$ cat src/rtl/alu_seq.sv
// alu_seq: sequential ALU for the 16-bit accumulator CPU.
//
// Single-cycle ops (ADD/SUB/AND/OR/NOT/SHL/SHR/PASS) are computed from the
// operands present at the start edge and registered with a one-cycle latency.
// MUL is an unsigned WIDTH-step shift-add multiplier; the 2*WIDTH-bit product
// is split across result (low word) and result_hi (high word).
// Results and flags hold until the next completion.
//
// Ports:
//   clk        in   system clock, rising edge
//   rst        in   synchronous active-high reset
//   start      in   launch an operation (sampled only in IDLE)
//   op         in   [3:0] operation code, sampled with start
//   acc_in     in   [WIDTH-1:0] accumulator operand A
//   alu_x      in   [WIDTH-1:0] buffer-register operand X
//   result     out  [WIDTH-1:0] result / low product word
//   result_hi  out  [WIDTH-1:0] high product word, 0 for non-MUL ops
//   flag_z/n/c/v out zero / negative / carry-borrow-shiftout / overflow
//   busy       out  multiply in progress
//   done       out  one-cycle completion pulse
//
// Handshake: start is accepted on a rising edge only while busy=0; each
// accepted start produces exactly one done pulse (next cycle for single-cycle
// ops, 16 cycles later for MUL). start while busy=1 is dropped, not queued.
module alu_seq #(
  parameter int WIDTH = 16
) (
  input  logic             clk,
  input  logic             rst,
  input  logic             start,
  input  logic [3:0]       op,
  input  logic [WIDTH-1:0] acc_in,
  input  logic [WIDTH-1:0] alu_x,
  output logic [WIDTH-1:0] result,
  output logic [WIDTH-1:0] result_hi,
  output logic             flag_z,
  output logic             flag_n,
  output logic             flag_c,
  output logic             flag_v,
  output logic             busy,
  output logic             done
);

  localparam int CW = (WIDTH > 1) ? $clog2(WIDTH) : 1;

  localparam logic [0:0] S_IDLE = 1'b0;
  localparam logic [0:0] S_MUL  = 1'b1;

  localparam logic [3:0] OP_ADD = 4'd0;
  localparam logic [3:0] OP_SUB = 4'd1;
  localparam logic [3:0] OP_AND = 4'd2;
  localparam logic [3:0] OP_OR  = 4'd3;
  localparam logic [3:0] OP_NOT = 4'd4;
  localparam logic [3:0] OP_SHL = 4'd5;
  localparam logic [3:0] OP_SHR = 4'd6;
  localparam logic [3:0] OP_MUL = 4'd7;

  logic [0:0]       state;
  logic [WIDTH-1:0] mcand;
  logic [WIDTH-1:0] mplier;
  logic [WIDTH-1:0] prod_hi;
  logic [WIDTH-1:0] prod_lo;
  logic [CW-1:0]    count;

  // ---------------- single-cycle datapath ----------------
  logic [WIDTH:0]   sum_ext;
  logic [WIDTH:0]   diff_ext;
  logic [WIDTH-1:0] op_res;
  logic             op_c;
  logic             op_v;

  always_comb begin
    sum_ext  = {1'b0, acc_in} + {1'b0, alu_x};
    // The extra top bit of the difference is the unsigned borrow (A < X).
    diff_ext = {1'b0, acc_in} - {1'b0, alu_x};
    op_res   = acc_in;
    op_c     = 1'b0;
    op_v     = 1'b0;
    case (op)
      OP_ADD: begin
        op_res = sum_ext[WIDTH-1:0];
        op_c   = sum_ext[WIDTH];
        op_v   = (acc_in[WIDTH-1] == alu_x[WIDTH-1]) &&
                 (sum_ext[WIDTH-1] != acc_in[WIDTH-1]);
      end
      OP_SUB: begin
        op_res = diff_ext[WIDTH-1:0];
        op_c   = diff_ext[WIDTH];
        op_v   = (acc_in[WIDTH-1] != alu_x[WIDTH-1]) &&
                 (diff_ext[WIDTH-1] != acc_in[WIDTH-1]);
      end
      OP_AND: op_res = acc_in & alu_x;
      OP_OR:  op_res = acc_in | alu_x;
      OP_NOT: op_res = ~alu_x;
      OP_SHL: begin
        op_res = {acc_in[WIDTH-2:0], 1'b0};
        op_c   = acc_in[WIDTH-1];
      end
      OP_SHR: begin
        op_res = {1'b0, acc_in[WIDTH-1:1]};
        op_c   = acc_in[0];
      end
      default: op_res = acc_in;
    endcase
  end

  // ---------------- multiplier step ----------------
  // Right-shifting shift-add: the partial sum enters at the top of the
  // product and shifts down; after WIDTH steps the full product is formed.
  logic [WIDTH:0]   step_sum;
  logic [WIDTH-1:0] next_hi;
  logic [WIDTH-1:0] next_lo;

  always_comb begin
    step_sum = mplier[0] ? ({1'b0, prod_hi} + {1'b0, mcand}) : {1'b0, prod_hi};
    next_hi  = step_sum[WIDTH:1];
    next_lo  = {step_sum[0], prod_lo[WIDTH-1:1]};
  end

  // ---------------- control and registers ----------------
  always_ff @(posedge clk) begin
    if (rst) begin
      state     <= S_IDLE;
      mcand     <= '0;
      mplier    <= '0;
      prod_hi   <= '0;
      prod_lo   <= '0;
      count     <= '0;
      result    <= '0;
      result_hi <= '0;
      flag_z    <= 1'b0;
      flag_n    <= 1'b0;
      flag_c    <= 1'b0;
      flag_v    <= 1'b0;
      busy      <= 1'b0;
      done      <= 1'b0;
    end else begin
      done <= 1'b0;
      case (state)
        S_IDLE: begin
          if (start) begin
            if (op == OP_MUL) begin
              mcand   <= acc_in;
              mplier  <= alu_x;
              prod_hi <= '0;
              prod_lo <= '0;
              count   <= '0;
              busy    <= 1'b1;
              state   <= S_MUL;
            end else begin
              result    <= op_res;
              result_hi <= '0;
              flag_z    <= (op_res == '0);
              flag_n    <= op_res[WIDTH-1];
              flag_c    <= op_c;
              flag_v    <= op_v;
              done      <= 1'b1;
            end
          end
        end
        S_MUL: begin
          prod_hi <= next_hi;
          prod_lo <= next_lo;
          mplier  <= {1'b0, mplier[WIDTH-1:1]};
          count   <= count + 1'b1;
          if (count == CW'(WIDTH - 1)) begin
            result    <= next_lo;
            result_hi <= next_hi;
            flag_z    <= ({next_hi, next_lo} == '0);
            flag_n    <= next_hi[WIDTH-1];
            flag_c    <= 1'b0;
            flag_v    <= (next_hi != '0);
            done      <= 1'b1;
            busy      <= 1'b0;
            state     <= S_IDLE;
          end
        end
        default: state <= S_IDLE;
      endcase
    end
  end

endmodule

$ cat config.mk
export PLATFORM = sky130hd
export DESIGN_NAME = alu_seq
export DESIGN_NICKNAME = d
export VERILOG_FILES = /design/src/rtl/alu_seq.sv
export SDC_FILE = /design/constraint.sdc
export NUM_CORES = 1
export LEC_CHECK = 0
export ABC_AREA = 1
export BUFFER_PORTS_ARGS = -buffer_cell sky130_fd_sc_hd__buf_2
export CAP_MARGIN = 20
export CORE_ASPECT_RATIO = 0.5
export CORE_MARGIN = 2
export CORE_UTILIZATION = 25
export DETAILED_ROUTE_END_ITERATION = 7
export PLACE_DENSITY_LB_ADDON = 0.05
export SYNTH_ARGS = -nofsm -noshare
export SYNTH_HDL_FRONTEND = slang
export SYNTH_SLANG_ARGS = --single-unit
$ cat constraint.sdc
create_clock -name clk -period 2.8 [get_ports clk]
set_input_delay 0.14 -clock clk [delete_from_list [all_inputs] [get_ports clk]]
set_output_delay 0.14 -clock clk [all_outputs]
set_load 0.02 [all_outputs]
==> flow_summary.toml <==
[floorplanning]
die_h_um = 131
die_area_sq_um = 33700
start_util_pct = 25.4
row_count = 46
die_w_um = 258
io_pins = 77
core_area_sq_um = 31700

[timing]
tightest_slew_ns = 0.799
finalSetupViolCount = 0
max-slew-margin-rel_pct = 46.7
max_freq_mhz = 377
fin_skew_ns = 0.0125
hold_viol = 0
finalCritPeriodShare_pct = 94.6
rsz0062_at_grt = "false"
fin_crit_ns = 2.65
slew_viol_final = 0

[synthesis]
synth_edf_count = 0
synth_seq_cells = 106
ys.flop_type = "dfxtp_1"
yosysSeqAreaShare_pct = 26.4
synth_area_per_cell_sq_um = 6.16
synth_area_sq_um = 8040
async_flop_share_pct = 0
syn_nets = 1414
synth_cells = 1304
yosysWarnings = 0
synth.distinct_cells = 36

[cts]
clk_pin_slew_ns = 0.08
ctsLongestPathBuffers = 2
cts_sinks = 106
clock_latency_ns = 0.36
htreeDepth = 3
cts_tree = "built"
cts_made_buffers = 9
cts_root_buffer = "clkbuf_16"

[final_layout]
n_fill_cell = 3631
areaGrowthSynthToFinish_pct = 17.6
fin_area_sq_um = 9450
layout_common_cells = "nand2_1, nand3_1, inv_1, dfxtp_1, nor2_1"
final_util_pct = 29.9
stdcell_count = 1826
nets = 1499
diodes = 0
drive_above_1_share_pct = 12.8
layout_commonest_cell = "nand2_1"

[global_routing]
grt_pass1_wl_mm = 50.1
antenna_found_initial = 1
grt_max_degree = 53
first_global_vias = 8390
grt-ovfl-total = 0
grt_usage_pct = 19.5

[pwr]
p_leak_nw = 4.40
max-vdd-ir-drop_mv = 0.289
power_density_nw_per_um2 = 407

[critical_path]
cp.arrival_ns = 2.96
startpoint_type = "flop"
r2r-start = "prod_hi[0]"
cpMaxStageDelayCell = "fa_1"
critical_path_class = "reg2reg"
rr_endpoint = "flag_z"
r2r_slack_ns = 0.15
path_cells = "ha_2, inv_1, fa_1, inv_1, nand3_1, nand2_1, xnor2_1, nand2_1, o21ai_0, nand3_1, nor3_4, nand4_1, nand3_1, nand2_1, inv_1"
slowest_delay_ns = 0.40
reg2reg_depth = 15
cp-end-kind = "flop"
worstPathMaxFanout = 4
required_ns = 3.11

[placed_design]
placed_area_sq_um = 9120
portBuffers = 76
dp_hpwl_mm = 26.2
gp_congestion = 0.883
placed_cells = 1810

[routing]
wirelength_mm = 32.8
drtPass1Iterations = 5
vias_per_cell = 4.80
wl_per_cell_um = 18.0
wl_met2_mm = 14.1
top_layer_used = "met4"
vias = 8760
drt_iter0_drc = 606
ant_nets = 0
dr_wl_met3_mm = 1.32
met1_length_mm = 17.1
drc = 0

[status]
outcome = "finished, final reports clean"

[min_path]
hold_class = "in2reg"
hold_start = "alu_x[12]"
min_to = "mplier[12]"
min_delay_path_depth = 3

[job]
cap_violations = 0
[repair_timing]
item | 4_1_cts | 5_1_grt
resized for setup | 1 | 4
pin swaps | 0 | 0
endpoints found under the setup margin | 2 | 1
setup buffers | 0 | 0
hold buffers | 0 | 0
[power by group]
group / total (mW) / leakage [nW] / internal, mW / switching (mW)
sequential: 1.56 / 0.859 / 1.54 / 0.0229
clock: 1.36 / 0.151 / 0.731 / 0.631
combinational: 0.924 / 3.39 / 0.289 / 0.636
[cells in the mapped netlist, types with 2 or more instances]
cell | n | share of area (%)
nand3_1 | 187 | 12
dfxtp_1 | 106 | 26
buf_2 | 14 | 0.87
buf_1 | 4 | 0.19
inv_2 | 11 | 0.51
nand4_1 | 16 | 1.2
nor2_1 | 89 | 4.2
a21oi_1 | 72 | 4.5
o2111ai_1 | 2 | 0.22
nand2_1 | 370 | 17
xor2_1 | 2 | 0.22
fa_1 | 3 | 0.75
inv_1 | 135 | 6.3
nor4_1 | 2 | 0.16
o22ai_1 | 20 | 1.6
o211ai_1 | 2 | 0.19
o21ai_0 | 64 | 4.0
or2_2 | 15 | 1.2
nor2_2 | 4 | 0.31
o21ai_1 | 19 | 1.2
nor3_1 | 20 | 1.2
clkbuf_1 | 33 | 1.5
xnor2_1 | 2 | 0.22
nand3b_1 | 4 | 0.37
a31oi_1 | 28 | 2.2
ha_1 | 68 | 11
o21bai_1 | 3 | 0.28
[cell type report]
type                            count  area, sq um  share of cell area (%)
Multi-Input combinational cell    999         5170                    54.7
Sequential cell                   106         2120                    22.5
Timing Repair Buffer              126          756                    8.00
Inverter                          147          552                    5.84
Tap cell                          432          541                    5.72
Clock buffer                       10          239                    2.53
Clock inverter                      6         71.3                   0.755
[worst max-delay path: cells and delay by family, from the launching register on]
kind / cells / cell delay, ns
AOI/OAI and AO/OA: 1 / 0.11
xor gates and xnor gates: 1 / 0.15
DFF: 1 / 0.37
and+or+nand+nor: 8 / 1.12
buffers and inverters: 3 / 0.21
adders and majority gates: 2 / 0.64
[layer usage]
| layer | global-route usage (%) | vias up |
|---|---|---|
| met3 | 2.28 | 19 |
| met2 | 31.3 | 166 |
| li1 | - | 4482 |
| met1 | 28.3 | 4093 |
| met5 | 0 | - |
| met4 | 3.43 | 0 |
[registers in the layout, summed over array words and instances, names as in the netlist, 4 cells and up]
register,cells
mcand,16
mplier,16
prod_hi,16
result,16
result_hi,16
prod_lo,15
count,4
[how the worst max path moves through the flow]
stage	depth (start not counted)	to	startpoint	slack (ns)
finish	15	flag_z	prod_hi[0]	0.15
floorplan	17	flag_v	prod_hi[0]	0.69
global placement	16	flag_z	prod_hi[0]	-0.21
global route	18	flag_z	prod_hi[0]	0.02
detailed placement	16	flag_z	prod_hi[0]	-0.15
CTS	16	flag_z	prod_hi[0]	0.03
[cell families after synthesis]
family | synth area share (%)
AOI/OAI and AO/OA | 14.4
DFF | 26.4
xor gates and xnor gates | 0.436
and+or+nand+nor | 37.9
buffers and inverters | 9.56
adders and majority gates | 11.3
[per-stage QoR]
step,TNS (ns),power [mW],hold slack [ns],worst slack [ns]
after global placement,-0.225,2.53,0.451,-0.207
after floorplan,0,2.14,0.304,0.688
after detailed placement,-0.150,2.52,0.443,-0.150
after CTS,0,3.89,0.0865,0.0263
final,0,3.85,0.109,0.150
after global routing,0,4.06,0.0997,0.0152
Note: power is estimated with default switching activity, not from simulation.
